[config.mk]
export PLATFORM = sky130hd
export DESIGN_NAME = codec_sample_capture
export DESIGN_NICKNAME = d
export VERILOG_FILES = /design/src/rtl/audio_pkg.sv /design/src/rtl/sample_fifo.sv /design/src/rtl/codec_sample_capture.sv
export SDC_FILE = /design/constraint.sdc
export NUM_CORES = 1
export LEC_CHECK = 0
export ABC_AREA = 0
export ABC_CLOCK_PERIOD_IN_PS = 4600
export CAP_MARGIN = 20
export CELL_PAD_IN_SITES_DETAIL_PLACEMENT = 0
export CELL_PAD_IN_SITES_GLOBAL_PLACEMENT = 1
export CORE_MARGIN = 2
export CORE_UTILIZATION = 50
export CTS_CLUSTER_SIZE = 10
export DETAILED_ROUTE_END_ITERATION = 10
export PLACE_DENSITY_LB_ADDON = 0.15
export SETUP_SLACK_MARGIN = 0.05
export SLEW_MARGIN = 20
export SYNTH_ARGS = -nofsm -noshare
export SYNTH_HDL_FRONTEND = slang
export SYNTH_SLANG_ARGS = --single-unit
[constraint.sdc]
create_clock -name clk -period 4.6 [get_ports clk]
set_clock_uncertainty 0.05 [all_clocks]
set_input_delay 0.46 -clock clk [delete_from_list [all_inputs] [get_ports clk]]
set_output_delay 0.46 -clock clk [all_outputs]
set_load 0.005 [all_outputs]
[src/rtl/audio_pkg.sv]
// Shared definitions for the codec read-side front end: default sample
// width, saturation bounds, capture FSM states and the stereo word layout.
package audio_pkg;

    localparam int SAMPLE_W = 24;

    localparam logic [SAMPLE_W-1:0] SAT_MAX = {1'b0, {(SAMPLE_W-1){1'b1}}};
    localparam logic [SAMPLE_W-1:0] SAT_MIN = {1'b1, {(SAMPLE_W-1){1'b0}}};

    typedef enum logic [1:0] {
        IDLE   = 2'd0,
        ACK    = 2'd1,
        SETTLE = 2'd2
    } cap_state_t;

    typedef struct packed {
        logic [SAMPLE_W-1:0] left;
        logic [SAMPLE_W-1:0] right;
    } stereo_t;

endpackage

[src/rtl/sample_fifo.sv]
// Synchronous stereo FIFO, DEPTH words of W bits. Head is shown
// combinationally. Pushes while full are ignored unless a pop happens
// on the same edge; pops while empty are ignored. Overrun policy lives
// in the instantiating block.
module sample_fifo #(
    parameter int W     = 48,
    parameter int DEPTH = 4
) (
    input  logic                     clk,
    input  logic                     reset,
    input  logic                     push,
    input  logic [W-1:0]             push_data,
    input  logic                     pop,
    output logic [W-1:0]             pop_data,
    output logic [$clog2(DEPTH):0]   level,
    output logic                     full,
    output logic                     empty
);

    localparam int AW = $clog2(DEPTH);
    localparam int LW = AW + 1;

    logic [W-1:0]  mem_r [DEPTH];
    logic [AW-1:0] wr_ptr_r;
    logic [AW-1:0] rd_ptr_r;
    logic [LW-1:0] level_r;
    logic          do_push_s;
    logic          do_pop_s;

    assign empty     = (level_r == LW'(0));
    assign full      = (level_r == LW'(DEPTH));
    assign do_pop_s  = pop & ~empty;
    assign do_push_s = push & (~full | do_pop_s);
    assign pop_data  = mem_r[rd_ptr_r];
    assign level     = level_r;

    // Storage array: write the tail slot on an accepted push.
    always_ff @(posedge clk) begin
        if (do_push_s) begin
            mem_r[wr_ptr_r] <= push_data;
        end
    end

    // Pointers and occupancy; pointers wrap naturally since DEPTH is a power of 2.
    always_ff @(posedge clk or posedge reset) begin
        if (reset) begin
            wr_ptr_r <= AW'(0);
            rd_ptr_r <= AW'(0);
            level_r  <= LW'(0);
        end else begin
            if (do_push_s) begin
                wr_ptr_r <= wr_ptr_r + AW'(1);
            end
            if (do_pop_s) begin
                rd_ptr_r <= rd_ptr_r + AW'(1);
            end
            case ({do_push_s, do_pop_s})
                2'b10:   level_r <= level_r + LW'(1);
                2'b01:   level_r <= level_r - LW'(1);
                default: level_r <= level_r;
            endcase
        end
    end

endmodule

[src/rtl/codec_sample_capture.sv]
// Codec read-side front end: runs the read_ready/read handshake, captures
// stereo samples into sample_fifo, presents them via valid/ready and counts
// overruns. Optional feature macro: NOISE_INJECT_EN adds a saturating
// test-noise ramp to every stored sample.
module codec_sample_capture
    import audio_pkg::*;
#(
    parameter int SAMPLE_W = audio_pkg::SAMPLE_W,
    parameter int DEPTH    = 4,
    parameter int CNT_W    = 16
) (
    input  logic                   clk,
    input  logic                   reset,
    input  logic                   read_ready,
    input  logic [SAMPLE_W-1:0]    readdata_l,
    input  logic [SAMPLE_W-1:0]    readdata_r,
    output logic                   read,
    output logic                   out_valid,
    input  logic                   out_ready,
    output logic [SAMPLE_W-1:0]    out_left,
    output logic [SAMPLE_W-1:0]    out_right,
    output logic [$clog2(DEPTH):0] level,
    output logic                   overrun,
    output logic [CNT_W-1:0]       drop_count
);

    cap_state_t              state_r;
    cap_state_t              state_s;
    logic                    read_r;
    logic                    overrun_r;
    logic [CNT_W-1:0]        drop_count_r;
    logic                    capture_s;
    logic                    pop_s;
    logic                    push_s;
    logic                    drop_s;
    logic                    full_s;
    logic                    empty_s;
    logic [2*SAMPLE_W-1:0]   push_data_s;
    logic [2*SAMPLE_W-1:0]   head_s;
    logic [SAMPLE_W-1:0]     store_l_s;
    logic [SAMPLE_W-1:0]     store_r_s;

    // Only IDLE samples read_ready; SETTLE ignores a stale flag.
    assign capture_s = (state_r == IDLE) & read_ready;
    assign pop_s     = ~empty_s & out_ready;
    assign push_s    = capture_s & (~full_s | pop_s);
    assign drop_s    = capture_s & ~push_s;

`ifdef NOISE_INJECT_EN
    localparam logic [SAMPLE_W-1:0] SAT_HI = {1'b0, {(SAMPLE_W-1){1'b1}}};
    localparam logic [SAMPLE_W-1:0] SAT_LO = {1'b1, {(SAMPLE_W-1){1'b0}}};

    logic [2:0] noise_c_r;

    // Sign-extended c * 2048 added with saturation to the sample range.
    function automatic logic [SAMPLE_W-1:0] add_noise(
        input logic [SAMPLE_W-1:0] x,
        input logic [2:0]          c
    );
        logic [SAMPLE_W-1:0] n;
        logic [SAMPLE_W:0]   sum;
        n   = {{(SAMPLE_W-14){c[2]}}, c, 11'd0};
        sum = {x[SAMPLE_W-1], x} + {n[SAMPLE_W-1], n};
        if (sum[SAMPLE_W] != sum[SAMPLE_W-1]) begin
            add_noise = sum[SAMPLE_W] ? SAT_LO : SAT_HI;
        end else begin
            add_noise = sum[SAMPLE_W-1:0];
        end
    endfunction

    // Noise ramp counter advances once per stored sample, wrapping 7 -> 0.
    always_ff @(posedge clk or posedge reset) begin
        if (reset) begin
            noise_c_r <= 3'd0;
        end else if (push_s) begin
            noise_c_r <= noise_c_r + 3'd1;
        end
    end

    assign store_l_s = add_noise(readdata_l, noise_c_r);
    assign store_r_s = add_noise(readdata_r, noise_c_r);
`else
    assign store_l_s = readdata_l;
    assign store_r_s = readdata_r;
`endif

    assign push_data_s = {store_l_s, store_r_s};

    // Capture FSM next-state: IDLE -> ACK on a sample, then one SETTLE cycle.
    always_comb begin
        state_s = state_r;
        case (state_r)
            IDLE: begin
                if (read_ready) begin
                    state_s = ACK;
                end else begin
                    state_s = IDLE;
                end
            end
            ACK:     state_s = SETTLE;
            SETTLE:  state_s = IDLE;
            default: state_s = IDLE;
        endcase
    end

    // Capture FSM state register and the registered codec pop strobe.
    always_ff @(posedge clk or posedge reset) begin
        if (reset) begin
            state_r <= IDLE;
            read_r  <= 1'b0;
        end else begin
            state_r <= state_s;
            read_r  <= (state_s == ACK);
        end
    end

    // Sticky overrun flag and saturating drop counter.
    always_ff @(posedge clk or posedge reset) begin
        if (reset) begin
            overrun_r    <= 1'b0;
            drop_count_r <= {CNT_W{1'b0}};
        end else if (drop_s) begin
            overrun_r <= 1'b1;
            if (drop_count_r != {CNT_W{1'b1}}) begin
                drop_count_r <= drop_count_r + CNT_W'(1);
            end
        end
    end

    sample_fifo #(
        .W     (2*SAMPLE_W),
        .DEPTH (DEPTH)
    ) u_fifo (
        .clk       (clk),
        .reset     (reset),
        .push      (push_s),
        .push_data (push_data_s),
        .pop       (pop_s),
        .pop_data  (head_s),
        .level     (level),
        .full      (full_s),
        .empty     (empty_s)
    );

    assign read       = read_r;
    assign overrun    = overrun_r;
    assign drop_count = drop_count_r;
    assign out_valid  = ~empty_s;
    // Head is masked while empty so stale slots never show.
    assign out_left   = empty_s ? {SAMPLE_W{1'b0}} : head_s[2*SAMPLE_W-1:SAMPLE_W];
    assign out_right  = empty_s ? {SAMPLE_W{1'b0}} : head_s[SAMPLE_W-1:0];

endmodule

==> qor.csv <==
metric;value;unit
outcome;finished, final reports clean;
fin_nets;625;
grt_pass1_vias;4495;
crit_arrival;2810;ps
dieArea;0.0183;mm^2
layout.cells.non_filler;800;
gp_congestion;0.751;
cp-end-kind;output pin;
min_period;3320;ps
cts.hold.buffers_added;0;
clkSinkCount;219;
cp_slowest_stage_delay;840;ps
dp.cells;763;
clkLatencyLatePin;500;ps
syn-instance-count;427;
first_pass_iters;4;
synth_top_cell_by_area;edfxtp_1;
antenna_found_initial;0;
syn_nets;486;
core.rowCount;48;
first_iter_violations;242;
cp-start-kind;flip-flop;
ys_types;40;
syn-cell-area;0.00862;mm^2
synth_seq_cells;219;
yosysTopAreaCellShare;66.9;%
fillers;1241;
diodes;0;
drive_gt1_share;17.2;%
totalPowerFinal;6.29;mW
min_path_type;in2async;
cts_buffer_depth;3;
clk_pin_slew;50;ps
antenna_left;0;
drcViolationCount;0;
max_slew_margin;42.6;%
post_cts_buffers;0;
synth.avg_cell_area;20.2;um^2
post-route-period-util;72.2;%
crit_fanout;28;
r2r_setup_slack;1860;ps
crit_type;reg2out;
synth_edf_count;192;
cts_tree;done;
gr-total-overflow;0;
ys.flop_type;edfxtp_1;
maxCapViolCount;0;
tightest_slew;861;ps
synth_top_cells_by_area;edfxtp_1 67%, mux4_2 13%, dfrtp_1 7.8%;
dpl_cell_area;0.0101;mm^2
utilization;63.3;%
pin_count;122;
post_cts_resized;0;
cts_buffers;25;
fmax;301;MHz
p_per_area;583;mW/mm^2
dp_hpwl;9660;um
die_h;135;um
rsz0062_at_grt;false;
grt_max_degree;51;
crit_chain;buf_4 > mux4_2 > and2_1 > clkdlybuf4s50_1;
most-common-layout-cells;192 x edfxtp_1, 121 x clkdlybuf4s50_1, 49 x and2_1;
holdWs;291;ps
tns;0;ps
yosysSeqAreaShare;74.7;%
final_common_cell;edfxtp_1;
required;4090;ps
routedWlPerCell;19.8;um
htree_levels;1;
critical_path.top_delay_family;buffers and inverters;
async_reset_ff_share;12.3;%
crit_buf_inv;2;
leakage;3.69;nW
drt-total-wl;15900;um
vias;4349;
initial_core_util;50.5;%
setup_viol;0;
grt_pass1_wl;24900;um
crit_slowest_cell;dfrtp_2;
place_ws;1480;ps
area_delta_synth_final;25.2;%
final_area;0.0108;mm^2
groute.usage.overall;17.9;%
ir_worst_vdd;0.406;mV
coreArea;0.0171;mm^2
finalHoldViolCount;0;
root_buffer;clkbuf_16;
via_per_inst;5.44;
finalMaxSlewViolations;0;
port_buffers;121;
setup_ws;1280;ps
yosys_warnings;0;
die_x;135;um
sequential cells by signal, summed over array words and instances, names as in the netlist:
register and flops:
u_fifo.rd_ptr_r 2, overrun 1, u_fifo.wr_ptr_r 2, read 1, drop_count 16, u_fifo.level 3, u_fifo.mem_r 192, state_r 2
synthesized netlist by cell type, types with 3 or more instances:
| library cell | count |
|---|---|
| mux4_2 | 48 |
| clkbuf_1 | 9 |
| dfrtp_1 | 27 |
| and4_1 | 3 |
| xor2_1 | 14 |
| nand4_1 | 4 |
| o21ai_0 | 3 |
| inv_1 | 7 |
| edfxtp_1 | 192 |
| and2_1 | 53 |
| nand3_1 | 4 |
| xnor2_1 | 3 |
| buf_2 | 7 |
| nand2_1 | 9 |
| nor2_1 | 5 |
| nor3_1 | 7 |
| ha_1 | 6 |
area by class of cell:
class	instances	area, um^2	area share (%)
flip-flops and latches	219	6450	59.7
repair buffers	131	1300	12.0
multi-input cells	182	2070	19.2
inverters	7	26.3	0.243
clock buffers	36	667	6.18
well taps	225	282	2.61
kinds of logic after synthesis:
logic type / after synthesis / synth area share, %
buffers and inverters: 26 / 1.28
flip-flops: 219 / 74.7
AND/OR/NAND/NOR: 100 / 7.68
XOR/XNOR: 17 / 1.73
AO/OA/AOI/OAI: 6 / 0.421
adder cells (fa/ha/maj): 7 / 1.10
multiplexers: 52 / 13.1
worst paths after layout:
path | start | endpoint | cells past startpoint
min reg2reg | overrun$_DFFE_PP0P_ | overrun$_DFFE_PP0P_ | 1
max | u_fifo.rd_ptr_r[1]$_DFFE_PP0P_ | out_left[12] | 4
min | reset | u_fifo.level[0]$_DFFE_PP0P_ | 2
max in group asynchronous | reset | u_fifo.rd_ptr_r[0]$_DFFE_PP0P_ | 2
min in group clk | overrun$_DFFE_PP0P_ | overrun$_DFFE_PP0P_ | 1
max reg2reg | u_fifo.level[1]$_DFFE_PP0P_ | u_fifo.level[2]$_DFFE_PP0P_ | 8
layer usage:
layer / global-route usage (%) / vias to the layer above / share of wire (%)
met3: 3.33 / 25 / 5.3
met2: 29.2 / 133 / 49
met4: 4.98 / 0 / 1.9
met5: 0 / - / 0
met1: 25.1 / 2236 / 44
li1: - / 1955 / -
worst reg2reg max path: stages, from the launching register on:
cell     delay, ps
dfrtp_1        430
or3_2          900
and2_1         370
ha_1           240
inv_1           70
fa_1           180
xor2_1         160
nor2_1          70
xor2_1         150
where the power goes:
group          switching [mW]  internal [mW]  total [mW]
clock network           0.682          0.985        1.67
registers               0.203           2.45        2.65
logic                   0.723           1.25        1.97
total                    1.61           4.68        6.29
Power figures use the tool's default switching activity.
